### src/rtl/ring_arb_pkg.sv
// rtl/ring_arb_pkg.sv - shared FSM encodings and defaults for the ring round-robin arbiter
package ring_arb_pkg;

    typedef enum logic {
        IDLE  = 1'b0,
        GRANT = 1'b1
    } arb_state_e;

    localparam int DEF_N        = 4;
    localparam int DEF_MAX_HOLD = 8;

endpackage

### src/rtl/rr_ring_ptr.sv
// rtl/rr_ring_ptr.sv - one-hot ring priority pointer, loads the successor of a given owner
module rr_ring_ptr #(
    parameter int N = 4
) (
    input  logic         clk,
    input  logic         rst,
    input  logic         load,
    input  logic [N-1:0] owner,
    output logic [N-1:0] ptr
);

    logic [N-1:0] succ;
    logic [N-1:0] reset_val;

    // Successor of owner in the ring: rotate left by one, N-1 wraps to 0.
    assign succ      = {owner[N-2:0], owner[N-1]};
    assign reset_val = {{(N-1){1'b0}}, 1'b1};

    always_ff @(posedge clk) begin
        if (rst) begin
            ptr <= reset_val;
        end else if (load) begin
            ptr <= succ;
        end
    end

endmodule

### src/rtl/ring_rr_arbiter.sv
// rtl/ring_rr_arbiter.sv - round-robin arbiter with one-hot ring pointer and bounded hold
module ring_rr_arbiter
    import ring_arb_pkg::*;
#(
    parameter int N        = DEF_N,
    parameter int MAX_HOLD = DEF_MAX_HOLD,
    localparam int ID_W    = $clog2(N),
    localparam int CNT_W   = $clog2(MAX_HOLD)
) (
    input  logic            clk,
    input  logic            rst,
    input  logic [N-1:0]    req,
    output logic [N-1:0]    grant,
    output logic [ID_W-1:0] grant_id,
    output logic            busy,
    output logic            timeout
);

    localparam logic [ID_W:0]    N_W      = (ID_W+1)'(N);
    localparam logic [CNT_W-1:0] CNT_LAST = CNT_W'(MAX_HOLD - 1);

    arb_state_e       state, state_d;
    logic [N-1:0]     grant_d;
    logic [ID_W-1:0]  id_d;
    logic [CNT_W-1:0] hold_cnt, cnt_d;
    logic             timeout_d;
    logic             ptr_load;
    logic [N-1:0]     ptr;

    logic [N-1:0]     base;
    logic [N-1:0]     masked;
    logic [2*N-1:0]   dbl;
    logic [N-1:0]     rot;
    logic [ID_W-1:0]  base_idx;
    logic [ID_W-1:0]  off;
    logic [ID_W:0]    sum;
    logic             found;
    logic [ID_W-1:0]  win_id;
    logic [N-1:0]     win_oh;

    rr_ring_ptr #(.N(N)) u_ptr (
        .clk   (clk),
        .rst   (rst),
        .load  (ptr_load),
        .owner (grant),
        .ptr   (ptr)
    );

    // In GRANT the scan starts just past the owner, which is also where the
    // pointer lands on release/timeout; the owner itself is masked out.
    always_comb begin
        base   = (state == GRANT) ? {grant[N-2:0], grant[N-1]} : ptr;
        masked = req & ~grant;
        base_idx = '0;
        for (int i = 0; i < N; i++) begin
            if (base[i]) base_idx = ID_W'(i);
        end
        dbl = {masked, masked} >> base_idx;
        rot = dbl[N-1:0];
        off = '0;
        for (int i = N - 1; i >= 0; i--) begin
            if (rot[i]) off = ID_W'(i);
        end
        found = |masked;
        sum   = {1'b0, base_idx} + {1'b0, off};
        if (sum >= N_W) sum = sum - N_W;
        win_id = sum[ID_W-1:0];
        win_oh = '0;
        win_oh[win_id] = found;
    end

    always_comb begin
        state_d   = state;
        grant_d   = grant;
        id_d      = grant_id;
        cnt_d     = hold_cnt;
        timeout_d = 1'b0;
        ptr_load  = 1'b0;
        case (state)
            IDLE: begin
                cnt_d = '0;
                if (found) begin
                    grant_d = win_oh;
                    id_d    = win_id;
                    state_d = GRANT;
                end else begin
                    grant_d = '0;
                    id_d    = '0;
                end
            end
            GRANT: begin
                if (~|(req & grant)) begin
                    ptr_load = 1'b1;
                    cnt_d    = '0;
                    if (found) begin
                        grant_d = win_oh;
                        id_d    = win_id;
                    end else begin
                        grant_d = '0;
                        id_d    = '0;
                        state_d = IDLE;
                    end
                end else if (hold_cnt != CNT_LAST) begin
                    cnt_d = hold_cnt + CNT_W'(1);
                end else if (found) begin
                    grant_d   = win_oh;
                    id_d      = win_id;
                    ptr_load  = 1'b1;
                    timeout_d = 1'b1;
                    cnt_d     = '0;
                end else begin
                    cnt_d = '0;
                end
            end
            default: begin
                state_d = IDLE;
                grant_d = '0;
                id_d    = '0;
                cnt_d   = '0;
            end
        endcase
    end

    always_ff @(posedge clk) begin
        if (rst) begin
            state    <= IDLE;
            grant    <= '0;
            grant_id <= '0;
            hold_cnt <= '0;
            timeout  <= 1'b0;
        end else begin
            state    <= state_d;
            grant    <= grant_d;
            grant_id <= id_d;
            hold_cnt <= cnt_d;
            timeout  <= timeout_d;
        end
    end

    assign busy = |grant;

endmodule
### config.mk
export PLATFORM = sky130hd
export DESIGN_NAME = ring_rr_arbiter
export DESIGN_NICKNAME = d
export VERILOG_FILES = /design/src/rtl/ring_arb_pkg.sv /design/src/rtl/rr_ring_ptr.sv /design/src/rtl/ring_rr_arbiter.sv
export SDC_FILE = /design/constraint.sdc
export NUM_CORES = 1
export LEC_CHECK = 0
export ABC_AREA = 1
export BUFFER_PORTS_ARGS = -buffer_cell sky130_fd_sc_hd__buf_2
export CAP_MARGIN = 20
export CORE_MARGIN = 2
export CORE_UTILIZATION = 59
export CTS_CLUSTER_DIAMETER = 100
export DETAILED_ROUTE_END_ITERATION = 6
export PLACE_DENSITY = 0.93
export RECOVER_POWER = 50
export SYNTH_ARGS = -nofsm -noshare
export SYNTH_HDL_FRONTEND = slang
export SYNTH_SLANG_ARGS = --single-unit
### constraint.sdc
create_clock -name clk -period 4.98 [get_ports clk]
set_input_delay 0.996 -clock clk [delete_from_list [all_inputs] [get_ports clk]]
set_output_delay 0.996 -clock clk [all_outputs]
set_load 0.01 [all_outputs]
# Yosys cells after proc, flatten, opt, wreduce, memory -nomap -nowiden
# Index checks and enable logic that the tools add are counted.
# word_totals
reg_bits	15
output_inout_bits	8
word_cells	58
# classes
n_addsub	3
magnitude_cmp	3
n_eq_ne	3
shift	1
mux	30
bitwise	6
reduce_logical	6
# op_table
op	n
$mux 2	11
$mux 4	5
$and 4x4->4	3
$reduce_or 4->1	3
$ne 3x3->1 const B	3
$pmux 4 s2	1
$shr 8x2->4	1
$mux 1	7
$mux 3	2
$pmux 3 s2	1
$not 4->4	1
$pmux 2 s2	1
$add 2x2->3	1
$add 3x1->3 const B	1
$ge 3x3->1 const B	1
$lt 2x3->1 const B	1
$reduce_or 3->1	1
$demux 1 s2	1
$ge 2x1->1 const B	1
$not 1->1	2
$pmux 1 s2	1
$reduce_and 2->1	1
$sub 2x1->2 const B	1
$logic_and 1x1->1	1

# Depth between registers and ports, before layout
# Gate-level depths: netlist (run 1).
# logic_depth
ltp_word	21
mapped_depth	18
mapped_depth_nobuf	18

# Cells and area by module
# A second synthesis (run 1) with hierarchy kept.
# unflattened
hier_cells	163
area_unflattened_um2	1067.3
# modules_own_cells
module	instances	cells_per_inst	area_each_um2
ring_rr_arbiter	1	138	892.1
rr_ring_ptr	1	25	175.2

# Worst setup path after synthesis (run 1)
# Ideal clock, no wire load.
# synth_path
kind	input to register
start	input req[2]
end	register grant[3]
arrival_time_ps	2252
t_required_ps	4911
slack_ps	2659
stages	14
n_path_buf	0
cell_sequence	inv_1 > nor2_1 > nand3_1 > nand3_2 > nand2_2 > nand2_1 > nand2_1 > nand2_1 > inv_1 > ha_1 > nand2_1 > nor2_1 > nand2_1 > a21oi_2
# synth_via
elab_chain_len	18
elab_cells_between_ends	27
classes_between	add/sub: 2; order compare: 3; eq/ne: 2; shift: 1; mux: 12; bitwise: 3; reduce/logical: 4
# synth_rtl
element	line	rtl
start, declared	ring_rr_arbiter.sv:12	input logic [N-1:0] req,
$and 4x4->4	ring_rr_arbiter.sv:53	masked = req & ~grant;
$shr 8x2->4	ring_rr_arbiter.sv:58	dbl = {masked, masked} >> base_idx;
$mux 2 (4 in series)	ring_rr_arbiter.sv:62	if (rot[i]) off = ID_W'(i);
$add 2x2->3	ring_rr_arbiter.sv:65	sum = {1'b0, base_idx} + {1'b0, off};
$ge 3x3->1 or $sub 2x1->2 (tied branches)	ring_rr_arbiter.sv:66	if (sum >= N_W) sum = sum - N_W;
$mux 2	ring_rr_arbiter.sv:66	
$lt 2x3->1 (not written as such) or $ge 2x1->1 (tied branches)	ring_rr_arbiter.sv:69	win_oh[win_id] = found;
$logic_and 1x1->1 (not written as such)	ring_rr_arbiter.sv:69	
$mux 1 (not written as such)	ring_rr_arbiter.sv:69	
$demux 1 s2	ring_rr_arbiter.sv:69	
$and 4x4->4 (no line)	-	
$mux 4	ring_rr_arbiter.sv:105	end else if (found) begin
$mux 4	ring_rr_arbiter.sv:103	end else if (hold_cnt != CNT_LAST) begin
$mux 4	ring_rr_arbiter.sv:92	if (~|(req & grant)) begin
$pmux 4 s2	ring_rr_arbiter.sv:79	case (state)
end signal, assigned	ring_rr_arbiter.sv:133	grant <= grant_d;
end, declared	ring_rr_arbiter.sv:13	output logic [N-1:0] grant,
# Parallel ways exist; a longest one is shown, timed or not. The select of a mux whose other input is x is not followed.
# A chain may end at the register's enable or synchronous reset.

# Worst setup path after layout (run 1)
# layout_path
start	input req[3]
end	register grant[0]
# Same word-level chain as after synthesis.

==> impl_table.tex, run 1 <==
\begin{tabular}{lr}
\hline
Metric & Value \\
\hline
\multicolumn{2}{l}{\textbf{Clock network}} \\
Number of clock sinks seen by CTS & 14 \\
Clock transition at the registers of the reported paths & around 80 ps \\
Buffer type at the clock tree root & clkbuf\_4 \\
Post-CTS Repair Setup Buffers & 0 \\
Clock tree from TritonCTS & built \\
Count of cells resized by post-cts repair & 0 \\
Number of levels the H-tree was split into & 1 \\
Num CTS Buffers & 3 \\
Number of buffers added to fix hold violations after cts & 0 \\
Clock insertion delay at the later pin of the skew report & about 270 ps \\
CTS max path bufs & 2 \\
\multicolumn{2}{l}{\textbf{Layout}} \\
Final std cells w/o fill & around 180 \\
Sequential cell area & 280 sq um \\
Post-layout net count & between 150 and 200 \\
Area growth from synthesis to layout & 10.0\% \\
Final antenna diode count & 0 \\
Final instance area & roughly 1100 sq um \\
Number of inserted filler cells in the final layout & 137 \\
Multi-input combinational cell area & around 580 sq um \\
Fraction of final layout cells sized beyond drive strength 1 & 19.9\% \\
\multicolumn{2}{l}{\textbf{Worst setup path}} \\
Largest driver fanout on the critical path & 8 \\
Worst endpoint required time & between 5000 and 6000 ps \\
R2R cell count & 13 \\
Register-to-register setup slack & roughly 2700 ps \\
Critical path arrival & around 2600 ps \\
FF-to-FF Start & state \\
Startpoint type of the worst setup path & input pin \\
Setup crit end kind & register \\
Type of the setup path with the least slack & in -> reg \\
Reg-to-reg endpoint & grant[1] \\
\multicolumn{2}{l}{\textbf{STA}} \\
Final period util & 48.8\% \\
Final-report max-slew violation count & 0 \\
Total Neg Setup Slack & 0 ps \\
Peak clock frequency supported by timing & $\sim$0.4 GHz \\
Tmin final & around 2400 ps \\
Worst slew margin relative to its limit & between 60 and 70\% \\
Final setup viols & 0 \\
Number of hold violations in the final report & 0 \\
Worst-Margin Slew & 476 ps \\
Worst Clk Skew & between 1.5 and 2 ps \\
Setup repair after global routing missed its margin & false \\
\multicolumn{2}{l}{\textbf{Synthesis}} \\
Most frequently used flop master after synthesis & dfxtp\_1 \\
Post-synthesis net count & 155 \\
Number of synthesized flops with an enable pin & 0 \\
Number of warnings issued by yosys & 0 \\
Most common cell in the synthesized netlist & nand2\_1 \\
Yosys top cell by area & dfxtp\_1 \\
Portion of synthesized cell area occupied by the leading cell type & 29.1\% \\
Cell variety after synth & 25 \\
Number of register bits inferred by synthesis & 14 \\
Share of flip-flops with an asynchronous set or reset after synthesis & 0\% \\
Post-synthesis cell area & between 900 and 1000 sq um \\
Biggest area contributors in the synthesized netlist & dfxtp\_1 (29\%), nand2\_1 (14\%), nand3\_1 (9.4\%) \\
List of most frequent post-synthesis cells & nand2\_1 (35), inv\_1 (22), nand3\_1 (18) \\
Gate count of the mapped netlist & around 150 \\
Average instance area after synthesis & 6.59 sq um \\
Portion of the post-synthesis area used by sequential elements & between 20\% and 30\% \\
\multicolumn{2}{l}{\textbf{GRT}} \\
Maximum number of pins on one net before global-route repair & 11 \\
Gr usage total & roughly a quarter \\
GR Util met3 & 5.31\% \\
Global-route wire length before repair & 3.73 mm \\
Global-route track usage on met1 & roughly 29\% \\
Met2 Track Usage GR & between 40\% and 50\% \\
Number of antenna violations at the first check in global routing & 0 \\
Most Used Layer, Global Route & met2 \\
Number of global-route vias before repair & approximately 960 \\
Gr ovfl total & 0 \\
\multicolumn{2}{l}{\textbf{Placed design}} \\
Sum of net half-perimeters after detailed placement & about 1.7 mm \\
Count of buffers inserted at the top-level ports & 13 \\
Placed Cells incl. Taps & 174 \\
Area of placed instances & 1040 sq um \\
RePlAce Congestion & between 0.9 and 1 \\
\multicolumn{2}{l}{\textbf{Routing}} \\
DRT iter0 DRCs & 22 \\
Antenna violation net count after detailed routing & 0 \\
Number of detailed-routing iterations run before antenna repair & 4 \\
Detailed-route via count & around 1,000 \\
Routed wirelength normalized by instance count & 12.3 um \\
Wire length after detailed routing & 2.17 mm \\
Number of DRC violations after detailed routing & 0 \\
Via-to-Cell Ratio & between 5 and 6 \\
\multicolumn{2}{l}{\textbf{Floorplanning}} \\
Initial core utilization & a little over three fifths \\
Standard cell core area & $\sim$1500 sq um \\
Die width & around 44 um \\
Area of the die & 1970 sq um \\
FP Rows & 14 \\
Top-level port count & 14 \\
Y dimension of the die & 44.4 um \\
\multicolumn{2}{l}{\textbf{Power}} \\
Worst vdd ir & a little over 400 uV \\
Static power due to leakage & 0.535 nW \\
Power density cells & 669 nW/um\^{}2 \\
\multicolumn{2}{l}{\textbf{Worst hold path}} \\
Start point of the worst hold path & hold\_cnt[0] \\
Instance count along the most critical hold path & 1 \\
Worst min-delay path endpoint & hold\_cnt[0] \\
Classification of the worst-slack hold path & reg -> reg \\
\multicolumn{2}{l}{\textbf{Run status}} \\
Status & complete, no violations \\
\multicolumn{2}{l}{\textbf{Job}} \\
Total of max-cap violations & 0 \\
\hline
\end{tabular}
[critical path, cell delays in order]
cell and delay, ps:
buf_2 100, inv_1 70, nor2_1 90, inv_1 90, nand4_1 190, nand2_1 140
o21ai_0 160, nor2_1 420, nor2_1 110, inv_1 80, nor2_2 40, nand2_1 70
a21oi_2 50
[cells by family (layout without fill, tap and decap cells)]
family / count (synthesis) / count (layout) / synth area share [%]
AND/OR/NAND/NOR: 87 / 87 / 44.7
buffers and inverters: 25 / 40 / 10.3
AO/OA/AOI/OAI: 17 / 17 / 12.0
flip-flops: 14 / 14 / 29.1
adder cells (fa/ha/maj): 3 / 3 / 3.90
[where the power goes]
part | switching, mW | total, mW | internal [mW] | leakage (nW)
clock | 0.0326 | 0.0606 | 0.0280 | 0.0138
combinational | 0.309 | 0.475 | 0.166 | 0.407
sequential | 0.0284 | 0.172 | 0.144 | 0.115
[metal layers]
layer | share of wire (%) | vias to the layer above
met5 | 0 | -
met2 | 50 | 43
met1 | 41 | 441
li1 | - | 507
met4 | 2.6 | 0
met3 | 7.0 | 11
[sequential cells by signal, indices dropped and copies added, names as in the netlist]
signal / count
u_ptr.ptr: 3
grant_id: 2
state: 1
timeout: 1
hold_cnt: 3
grant: 4
[final cells by class]
| cell class | instances | share of cell area, % |
|---|---|---|
| multi-input cells | 107 | 55.1 |
| well taps | 16 | 1.89 |
| repair buffers | 13 | 5.44 |
| flip-flops and latches | 14 | 26.5 |
| inverters | 24 | 8.98 |
| clock buffers | 3 | 2.13 |
[how the worst max path moves through the flow]
stage          depth (start not counted)  slack [ps]   start        to
2_1_floorplan                         14        2660  req[2]  grant[3]
3_3_place_gp                          13        2350  req[1]  grant[0]
3_5_place_dp                          13        2310  req[3]  grant[0]
4_1_cts                               13        2590  req[3]  grant[2]
5_1_grt                               15        2400  req[2]  grant[1]
6_report                              13        2550  req[3]  grant[0]
[cell usage in the layout, fill, tap and decap left out]
cell,Yosys,layout
nand2_4,4,4
nand2_1,35,35
nand2_2,8,8
clkinv_4,1,1
a211oi_1,2,2
nand3_1,18,18
inv_2,1,1
buf_2,0,7
dfxtp_1,14,14
nor2_1,14,14
nand3_2,1,1
o21ai_2,1,1
ha_1,3,3
inv_1,22,22
clkbuf_4,0,3
a31oi_1,1,1
clkbuf_1,1,6
o22ai_1,2,2
a21oi_2,4,4
nand4_1,2,2
nor3_1,1,1
nand3b_1,2,2
o31ai_1,1,1
a21oi_1,4,4
nor2_2,1,1
nand4_2,1,1
o21ai_0,2,2
[stage by stage]
step | utilization (%) | power (mW) | hold slack, ps | setup WS (ps)
4_1_cts | 70.0 | 0.713 | 422 | 2590
2_1_floorplan | - | 0.542 | 399 | 2660
6_report | 69.5 | 0.708 | 423 | 2550
3_5_place_dp | 68.5 | 0.651 | 411 | 2310
3_3_place_gp | 68.5 | 0.631 | 408 | 2350
5_1_grt | 69.5 | 0.777 | 443 | 2400
Power figures use the tool's default switching activity.
==> run 2: changes to the inputs <==
--- a/config.mk
+++ b/config.mk
@@ -9,10 +9,10 @@
 export BUFFER_PORTS_ARGS = -buffer_cell sky130_fd_sc_hd__buf_2
 export CAP_MARGIN = 20
 export CORE_MARGIN = 2
-export CORE_UTILIZATION = 59
+export CORE_UTILIZATION = 55
 export CTS_CLUSTER_DIAMETER = 100
 export DETAILED_ROUTE_END_ITERATION = 6
-export PLACE_DENSITY = 0.93
+export PLACE_DENSITY = 0.88
 export RECOVER_POWER = 50
 export SYNTH_ARGS = -nofsm -noshare
 export SYNTH_HDL_FRONTEND = slang
==> constraint.sdc (replaced) <==
create_clock -name clk -period 2.3 [get_ports clk]
set_input_delay 0.46 -clock clk [delete_from_list [all_inputs] [get_ports clk]]
set_output_delay 0.46 -clock clk [all_outputs]
set_load 0.01 [all_outputs]
==> run 2 against run 1 <==
Compared with the run above: hold slack better by 6.9 ps; register-to-register slack worse by 2500 ps; sequential cell count stayed put; first-iteration DRC count is 14% lower; largest power group unchanged; clock skew hardly changed.
==> impl_table.tex, run 2 (synthesized netlist as in run 1, its figures left out) <==
\begin{tabular}{lr}
\hline
Metric & Value \\
\hline
\multicolumn{2}{l}{\textbf{Run status}} \\
Status & complete, no violations \\
\multicolumn{2}{l}{\textbf{GRT}} \\
Maximum number of pins on one net before global-route repair & 11 (unchanged) \\
Gr usage total & 22.9\% (-2.4 points) \\
Number of antenna violations at the first check in global routing & 0 (unchanged) \\
Number of global-route vias before repair & 877 (-8.2\%) \\
Gr ovfl total & 0 (unchanged) \\
Global-route wire length before repair & 3.46 mm (-7.4\%) \\
\multicolumn{2}{l}{\textbf{Routing}} \\
Antenna violation net count after detailed routing & 0 (unchanged) \\
Wire length after detailed routing & 2.11 mm (-2.9\%) \\
Number of DRC violations after detailed routing & 0 (unchanged) \\
Detailed-route via count & 972 (-3.0\%) \\
Routed wirelength normalized by instance count & 11.6 um (-5.1\%) \\
Via-to-Cell Ratio & 5.37 (-5.1\%) \\
DRT iter0 DRCs & 19 (-14\%) \\
Number of detailed-routing iterations run before antenna repair & 5 (+1) \\
\multicolumn{2}{l}{\textbf{Worst setup path}} \\
Crit path max-delay family & simple AND/OR/NAND/NOR gates \\
Setup crit end kind & register \\
Cell type with the highest occurrence count on the critical path & nand2\_1 \\
Slowest library cell on the worst path & dfxtp\_2 \\
FF-to-FF Start & state \\
Cells along the critical path & inv\_2, nand2\_1, nand2\_1, nand2\_4, nand2\_4, nand2\_1, nand3\_1, nand2\_1, nand2\_1, nand2\_1, inv\_1, ha\_1, nand2\_1, nor2\_1, nand2\_1, a21oi\_2 \\
Critical path arrival & 2280 ps (-310 ps) \\
Worst endpoint required time & 2530 ps (-2610 ps) \\
Number of stages on the worst setup path & 16 (+3) \\
Startpoint type of the worst setup path & register \\
Type of the setup path with the least slack & reg -> reg \\
Largest driver fanout on the critical path & 9 (+1) \\
Crit path from & state \\
R2R cell count & 16 (+3) \\
Buffer and inverter count on the worst path & 2 (-2) \\
Register-to-register setup slack & 250 ps (-2480 ps) \\
Worst path max stage delay & 400 ps (-20 ps) \\
\multicolumn{2}{l}{\textbf{Floorplanning}} \\
FP Rows & 15 (+1) \\
Initial core utilization & 57.0\% (-6.2 points) \\
Area of the die & 2100 sq um (+6.6\%) \\
Y dimension of the die & 45.8 um (+3.2\%) \\
Die width & 45.8 um (+3.2\%) \\
Standard cell core area & 1690 sq um (+11\%) \\
Top-level port count & 14 (unchanged) \\
\multicolumn{2}{l}{\textbf{STA}} \\
Final period util & about nine tenths \\
Worst-Margin Slew & 374 ps (-102 ps) \\
Worst Hold Margin & 430 ps (+6.90 ps) \\
Worst slew margin relative to its limit & 74.8\% (+6.7 points) \\
Peak clock frequency supported by timing & between 0.4 and 0.5 GHz \\
Setup repair after global routing missed its margin & false \\
Final-report max-slew violation count & 0 (unchanged) \\
Worst Clk Skew & 1.36 ps (-0.297 ps) \\
Total Neg Setup Slack & 0 ps (unchanged) \\
Number of hold violations in the final report & 0 (unchanged) \\
Final setup viols & 0 (unchanged) \\
Tmin final & 2050 ps \\
\multicolumn{2}{l}{\textbf{Layout}} \\
Post-layout net count & 174 (+1.2\%) \\
Biggest registers after layout & grant x4, hold\_cnt x3, u\_ptr.ptr x3 \\
Final core utilization & 64.9\% (-4.6 points) \\
Multi-input combinational cell area & 591 sq um (+1.3\%) \\
Most common cell after layout, fill and taps aside & nand2\_1 \\
Number of inserted filler cells in the final layout & 150 (+9.5\%) \\
Commonest cells after routing, fill and taps aside & nand2\_1 (35), inv\_1 (22), nand3\_1 (18), nor2\_1 (14), dfxtp\_1 (12) \\
Area growth from synthesis to layout & 13.9\% \\
Top register by number of flip-flops & grant \\
Final antenna diode count & 0 (unchanged) \\
Flip-flop count of the largest register, all copies and words added & 4 (unchanged) \\
Sequential cell area & 283 sq um (+0.89\%) \\
Final instance area & 1100 sq um (+3.5\%) \\
Fraction of final layout cells sized beyond drive strength 1 & 22.6\% (+2.7 points) \\
\multicolumn{2}{l}{\textbf{Placed design}} \\
Sum of net half-perimeters after detailed placement & 1.65 mm (-5.3\%) \\
Area of placed instances & 1060 sq um (+1.6\%) \\
Count of buffers inserted at the top-level ports & 13 (unchanged) \\
RePlAce Congestion & 0.916 (-3.6\%) \\
\multicolumn{2}{l}{\textbf{Clock network}} \\
Clock insertion delay at the later pin of the skew report & 290 ps (+20 ps) \\
Number of clock sinks seen by CTS & 14 (unchanged) \\
Num CTS Buffers & 3 (unchanged) \\
Number of buffers added to fix hold violations after cts & 0 (unchanged) \\
Number of levels the H-tree was split into & 1 (unchanged) \\
Buffer type at the clock tree root & clkbuf\_4 \\
Clock transition at the registers of the reported paths & 80 ps (about the same) \\
CTS max path bufs & 2 (unchanged) \\
Clock tree from TritonCTS & built \\
\multicolumn{2}{l}{\textbf{Power}} \\
Total power & 1.61 mW (+130\%) \\
Static power due to leakage & 0.555 nW (+3.6\%) \\
Worst vdd ir & 836 uV (+100\%) \\
Power density cells & 1470 nW/um\^{}2 (+120\%) \\
\multicolumn{2}{l}{\textbf{Worst hold path}} \\
Instance count along the most critical hold path & 1 (unchanged) \\
Classification of the worst-slack hold path & reg -> reg \\
Start point of the worst hold path & hold\_cnt[0] \\
\multicolumn{2}{l}{\textbf{Job}} \\
Total of max-cap violations & 0 (unchanged) \\
\hline
\end{tabular}
run 2: worst paths after layout:
path | to
min reg2reg | hold_cnt[0]
max reg2reg | grant[3]
min | hold_cnt[0]
max | grant[3]
run 2: metal layers:
layer	global-route usage [%]	routed length (um)	share of wire, %	vias to the layer above
li1	-	-	-	509
met1	27.1	927	44	419
met2	36.3	1000	48	39
met3	7.14	140	6.6	5
met4	13.1	35	1.7	0
met5	0	0	0	-
run 2: power breakdown:
group | internal [mW] | switching (mW) | leakage [nW]
clock network | 0.0966 | 0.0800 | 0.0210
registers | 0.314 | 0.0583 | 0.115
logic | 0.376 | 0.687 | 0.418
run 2: metrics by stage:
stage | instances | setup slack, ps
detailed placement | 177 | 180
finish | 181 | 245
global placement | 177 | 254
global route | 181 | 44.6
CTS | 181 | 152
floorplan | 146 | 362
run 2: layout make-up:
cell class	count	area share, %
Inverter	24	8.68
Clock buffer	4	3.31
Tap cell	17	1.94
Timing Repair Buffer	15	6.39
Multi-Input combinational cell	107	53.9
Sequential cell	14	25.8
run 2: repair_timing:
item	in CTS	in global routing
gates resized for setup	0	3
endpoints found under the setup margin	0	6
buffers inserted	0	0
